[config.mk]
export PLATFORM = sky130hd
export DESIGN_NAME = uart_rx_fifo
export DESIGN_NICKNAME = d
export VERILOG_FILES = /design/src/rtl/uart_rx_fifo.sv
export SDC_FILE = /design/constraint.sdc
export NUM_CORES = 1
export LEC_CHECK = 0
export BUFFER_PORTS_ARGS = -buffer_cell sky130_fd_sc_hd__buf_2
export CAP_MARGIN = 25
export CORE_MARGIN = 2
export CORE_UTILIZATION = 50
export CTS_CLUSTER_DIAMETER = 150
export DETAILED_ROUTE_END_ITERATION = 12
export GPL_ROUTABILITY_DRIVEN = 0
export PLACE_DENSITY = 0.7
export SLEW_MARGIN = 15
export SYNTH_ARGS = -nofsm -noshare
export SYNTH_HDL_FRONTEND = slang
export SYNTH_SLANG_ARGS = --single-unit
[constraint.sdc]
create_clock -name CLK -period 2.6 [get_ports CLK]
set_input_delay 0.52 -clock CLK [delete_from_list [all_inputs] [get_ports CLK]]
set_output_delay 0.52 -clock CLK [all_outputs]
set_load 0.05 [all_outputs]
[src/rtl/uart_rx_fifo.sv]
// rtl/uart_rx_fifo.sv - UART receive frame buffer: show-ahead FIFO with error flags and status counters
module uart_rx_fifo #(
   parameter int DATA_WIDTH = 8,
   parameter int DEPTH      = 8,
   parameter bit DROP_ERR   = 1'b0
) (
   input  logic                    CLK,
   input  logic                    RST,
   input  logic                    data_valid,
   input  logic [DATA_WIDTH-1:0]   P_DATA,
   input  logic                    par_err,
   input  logic                    stp_err,
   input  logic                    strt_glitch,
   input  logic                    rd_ready,
   input  logic                    clr_err,
   output logic                    rd_valid,
   output logic [DATA_WIDTH-1:0]   rd_data,
   output logic                    rd_par_err,
   output logic                    rd_stp_err,
   output logic                    full,
   output logic [$clog2(DEPTH):0]  count,
   output logic                    overflow,
   output logic [7:0]              frm_err_cnt,
   output logic [7:0]              glitch_cnt
);
   localparam int AW = $clog2(DEPTH);
   localparam int EW = DATA_WIDTH + 2;
   localparam logic [AW:0] DEPTH_C = (AW+1)'(DEPTH);

   logic [EW-1:0] mem [DEPTH];
   logic [AW-1:0] wr_ptr;
   logic [AW-1:0] rd_ptr;
   logic          frm_err;
   logic          push_req;
   logic          pop;
   logic          push;
   logic [EW-1:0] head;

   assign frm_err  = data_valid & (par_err | stp_err);
   assign push_req = data_valid & ~(DROP_ERR & (par_err | stp_err));
   assign pop      = rd_valid & rd_ready;
   // A pop in the same cycle frees the slot, so a full FIFO still accepts the write.
   assign push     = push_req & (~full | pop);

   assign rd_valid = (count != '0);
   assign full     = (count == DEPTH_C);
   assign head     = rd_valid ? mem[rd_ptr] : '0;
   assign {rd_par_err, rd_stp_err, rd_data} = head;

   always_ff @(posedge CLK) begin
      if (push)
         mem[wr_ptr] <= {par_err, stp_err, P_DATA};
   end

   always_ff @(posedge CLK) begin
      if (!RST) begin
         wr_ptr      <= '0;
         rd_ptr      <= '0;
         count       <= '0;
         overflow    <= 1'b0;
         frm_err_cnt <= 8'd0;
         glitch_cnt  <= 8'd0;
      end else begin
         if (push)
            wr_ptr <= wr_ptr + 1'b1;
         if (pop)
            rd_ptr <= rd_ptr + 1'b1;
         case ({push, pop})
            2'b10:   count <= count + 1'b1;
            2'b01:   count <= count - 1'b1;
            default: count <= count;
         endcase

         // Clear takes priority over any status event in the same cycle.
         if (clr_err) begin
            overflow    <= 1'b0;
            frm_err_cnt <= 8'd0;
            glitch_cnt  <= 8'd0;
         end else begin
            if (push_req && full && !pop)
               overflow <= 1'b1;
            if (frm_err && frm_err_cnt != 8'hFF)
               frm_err_cnt <= frm_err_cnt + 8'd1;
            if (strt_glitch && glitch_cnt != 8'hFF)
               glitch_cnt <= glitch_cnt + 8'd1;
         end
      end
   end
endmodule

## After elaboration in Yosys (flattened, before gate mapping)

Memories as Yosys holds them, arrays and structs flattened. A register that Yosys moved wholly into a read port is not among the register bits.
Cells that the tools add are included.
Widths: inputs -> output; s select.

| word-level totals | value |
|---|---|
| memory bits (writable) | 80 |
| input port bits | 16 |
| register bits after elaboration | 27 |
| word-level logic and storage cells | 39 |
| ROM bits | 0 |
| memories kept | 1 |
| output and inout bits | 33 |
| latch bits | 0 |

Memory list:

| name | depth | bits a word | read ports | clocked after memory_dff | wr ports | RTL line | source |
|---|---|---|---|---|---|---|---|
| mem | 8 | 10 | 1 | 1 | 1 | 30 | `logic [EW-1:0] mem [DEPTH];` |

| operators by class | value |
|---|---|
| multiplexer cells | 6 |
| eq/ne operators | 5 |
| bitwise gates (word level) | 7 |
| reduce and logical (&&, ||, !) cells | 8 |
| order comparisons | 0 |
| multipliers | 0 |
| add/sub/neg operators | 6 |
| divide/modulo/power cells | 0 |
| shifts and indexed selects | 0 |

Operators by type and width:

| cell | number |
|---|---|
| $add 8x1->8 const B | 2 |
| $ne 8x8->1 const B | 2 |
| $mux 10 | 1 |
| $pmux 4 s2 | 1 |
| $add 3x1->3 const B | 2 |
| $mux 3 | 2 |
| $add 4x1->4 const B | 1 |
| $eq 4x4->1 const B | 1 |
| $logic_and 1x1->1 | 4 |
| $reduce_bool 4->1 | 1 |
| $sub 4x1->4 const B | 1 |
| $and 1x1->1 | 3 |
| $eq 2x1->1 const B | 1 |
| $eq 2x2->1 const B | 1 |
| $mux 1 | 2 |
| $not 1->1 | 2 |
| $or 1x1->1 | 2 |
| $reduce_bool 2->1 | 1 |
| $reduce_or 2->1 | 1 |
| $logic_not 1->1 | 1 |

## Logic depth before layout (Yosys ltp)

| logic depth | value |
|---|---|
| depth in word-level cells | 6 |
| mapped depth | 8 |
| gate-level depth less buffers | 7 |

## Worst setup path after synthesis

Ideal clock, no wire load.

| timing path | value |
|---|---|
| path kind | reg2reg |
| start | register count[0] |
| end | memory mem[0][0] in the netlist's numbering (enable) |
| path slack | 0.068 ns |
| setup time | 0.390 ns |
| cell stages (with the launch flop) | 5 |
| buffers on the path | 0 |
| period minus slack after synthesis | 2.532 ns |
| data required time | 2.210 ns |
| data arrival time | 2.142 ns |
| cells stage by stage | dfxtp_1 > or4b_4 > o21ai_2 > or2_2 > nor3_1 |

| between the ends | value |
|---|---|
| word-level cells in the longest chain between the ends | 6 |
| elaborated cells between the ends (all ways) | 8 |
| those cells by class | eq/ne (1); mux (2); bitwise (4); reduce/logical (1) |

RTL lines:

| item | RTL line | source |
|---|---|---|
| start, declared | 21 | `output logic [$clog2(DEPTH):0] count,` |
| start signal, assigned | 69 | `2'b10: count <= count + 1'b1;` |
| start signal, assigned | 70 | `2'b01: count <= count - 1'b1;` |
| start signal, assigned | 71 | `default: count <= count;` |
| $reduce_bool 4->1 / $eq 4x4->1 (equally long branches) | 45, 46 |  |
| $and 1x1->1 / $not 1->1 (equally long branches) | 41, 43 |  |
| $or 1x1->1 (*) | 43 | `assign push = push_req & (~full \| pop);` |
| $and 1x1->1 (*) | 43 |  |
| $mux 1 (*) | 51 | `if (push)` |
| $mux 1 (implied by the code) (*) | 52 | `mem[wr_ptr] <= {par_err, stp_err, P_DATA};` |
| end, declared | 30 |  |

Every way passes the cells marked *; elsewhere a longest branch is shown, timed or not.

==> reports/summary.txt <==
Post-synthesis cell type count - 46
Clock Path Buffers - 2
Kind of critical path - reg2out
Area Overhead vs Synth - 13.6%
CTS resizes - 0
DPL Wire Length - 5370 um
Leakage - 1.81 nW
Worst Path Required - 2.08 ns
Crit path DAT - 1.90 ns
Drt pass-1 iters - 4
Gr usage total - 0.176
Initial DRC count - 111
CP max-delay cell - mux4_2
Max Fclk - 0.413 GHz
Final Max Slew Viols - 0
Die H - 99.3 um
Max Cap Viol - 0
Synth area leader - edfxtp_1
Ys async rst share - 0
Clock period minus worst slack - 2.42 ns
CTS Sinks - 110
Cell area power density - 692 nW/um2
Status - complete, no violations
Slowest Stage Delay on Critical Path - 0.53 ns
GRT Residual Overflow - 0
Total core area - 8760 um2
Syn. warnings - 0
DRC viols - 0
Largest net degree at the start of global routing - 21
Number of flops mapped to enable cells by yosys - 80
# rows - 34
Initial Util - 0.518
Avg WL per Cell - 17.2 um
IR drop worst, VDD - 301 uV
R2R Setup Slk - 0.29 ns
Min-Delay Path Class - in2reg
Synthesized cell area - 4540 um2
Worst rel slew slack - 0.359
Worst-skew pair later-pin latency - 0.36 ns
CTS tree - built
Synth area leaders - edfxtp_1, dfxtp_1, mux4_2
Crit start category - flop
Diode count - 0
Yosys reg bits - 110
Placed Area - 4950 um2
Detailed Route WL - 8230 um
Final hold slack - 0.430 ns
Seq/Total Area, Yosys - 0.661
Reg clk slew, reported paths - 0.10 ns
Critical path cell sequence - buf_12, mux4_2, mux2i_1, nor2_1, buf_2
Critical path's top delay family - multiplexers
RSZ-0062 raised after global routing - false
DR vias/cell - 5.61
Setup TNS - 0 ns
CP max FO - 20
Hold-fix buffers at CTS - 0
Reg-to-reg startpoint - count[0]
Via Count - 2680
Initial antenna violation count - 0
Number of port buffers - 48
WP buf/inv - 2
Setup repair bufs after CTS - 0
Share of cells above drive strength 1 - 0.276
Final setup fails - 0
Layout Nets - 386
Syn Inst Count - 306
Final hold vios - 0
Die Wd - 99.3 um
Vias in the first global route - 2670
Fill count - 708
Final period util - 0.932
I/O pin cnt - 49
Setup crit end kind - output pin
Mean Syn Cell Area - 14.8 um2
First-pass GRT wire length - 13200 um
Clock tree root driver cell - clkbuf_8
Syn nets - 327
Synth Flop Type - edfxtp_1
Die area - 9860 um2
Worst clock skew - 0.0111 ns
ANT nets after route - 0
HP Start - P_DATA[7]
Measured slew at the worst slew-check pin - 0.958 ns
Cts bufs inserted - 9
Max H-tree Level - 3
Top-area cell type share of the netlist area - 0.529
Cell area after layout - 5160 um2
==> placed cells by master (no fill, tap or decap), drive strengths merged, types with 2 or more instances in the layout <==
master	count
a211oi	3
a21boi	3
a21oi	4
a31oi	7
and2	5
and3	4
buf	62
clkbuf	10
clkinv	2
clkinvlp	3
dfxtp	30
edfxtp	80
ha	5
inv	6
mux2i	14
mux4	20
nand2	12
nand2b	5
nand3	9
nand4	5
nor2	31
nor3	9
nor4	4
o211ai	3
o21a	2
o21ai	8
or4	2
xnor2	4
xor2	3
==> registers in the layout, summed over array words and instances, names as in the netlist, named ones only <==
register	count
count	4
frm_err_cnt	8
glitch_cnt	8
mem	80
overflow	1
rd_ptr	3
wr_ptr	3
==> metrics by stage <==
stage	setup WS, ns	power, mW	std cells	util
floorplan	0.0681	2.46	306	-
global placement	0.249	2.63	458	0.563
detailed placement	0.213	2.64	459	0.565
CTS	0.111	3.60	475	0.586
global route	0.0446	3.72	478	0.589
finish	0.176	3.57	478	0.589
==> path summary, 6_finish.rpt <==
kind                                    to  cells past startpoint
worst max-delay path            rd_stp_err                      5
worst min-delay path             mem[7][7]                      1
worst max register to register    count[2]                      8
worst min register to register    overflow                      2
==> layer usage <==
| metal | share of wire | wire (um) | vias to the layer above | track usage |
|---|---|---|---|---|
| met1 | 0.44 | 3600 | 1300 | 0.225 |
| li1 | - | - | 1304 | - |
| met2 | 0.51 | 4190 | 66 | 0.304 |
| met3 | 0.040 | 328 | 10 | 0.0302 |
| met5 | 0 | 0 | - | 0 |
| met4 | 0.014 | 115 | 0 | 0.0664 |
==> cells in the mapped netlist, types with 2 or more instances <==
| master | instances |
|---|---|
| mux2i_1 | 14 |
| nor4_1 | 4 |
| edfxtp_1 | 80 |
| clkbuf_1 | 6 |
| nand2b_1 | 5 |
| ha_1 | 5 |
| xnor2_1 | 4 |
| dfxtp_1 | 30 |
| a21oi_1 | 4 |
| nand4_1 | 5 |
| a211oi_1 | 3 |
| nor2_1 | 31 |
| o21ai_0 | 7 |
| and2_1 | 5 |
| a31oi_1 | 7 |
| nor3_1 | 9 |
| nand3_1 | 9 |
| a21boi_0 | 3 |
| buf_6 | 2 |
| o211ai_1 | 2 |
| and3_1 | 4 |
| xor2_1 | 3 |
| o21a_1 | 2 |
| or4_1 | 2 |
| nand2_1 | 12 |
| buf_2 | 4 |
| inv_1 | 6 |
| mux4_2 | 20 |
==> cell type report <==
class	instances	area (um2)	area share
timing repair buffer	62	362	0.0701
inverter	6	22.5	0.00436
clock inverter	6	62.6	0.0121
tap	108	135	0.0262
clock buffer	10	128	0.0247
multi-input combinational	176	1450	0.281
sequential	110	3000	0.582
==> report_power, final <==
group / total, mW / switching, mW / internal (mW)
logic: 0.640 / 0.408 / 0.232
registers: 1.94 / 0.0200 / 1.92
clock network: 0.987 / 0.545 / 0.442
total: 3.57 / 0.974 / 2.60
==> kinds of logic after synthesis <==
group	Yosys count	synth area share
mux	35	0.133
fa+ha+maj	5	0.0138
buf+inv	20	0.0212
compound gates	37	0.0567
flops	110	0.661
xor+xnor	7	0.0135
simple gates	92	0.101
==> worst reg2reg max path: stages (launching register included) <==
cell     delay [ns]
dfxtp_1        0.32
buf_4          0.16
nor3_1         0.34
nor2_1         0.12
mux2_2         0.28
ha_1           0.20
or4_1          0.52
nand3_1        0.12
mux2i_1        0.18
No activity file was read; power rests on OpenSTA's default activity.
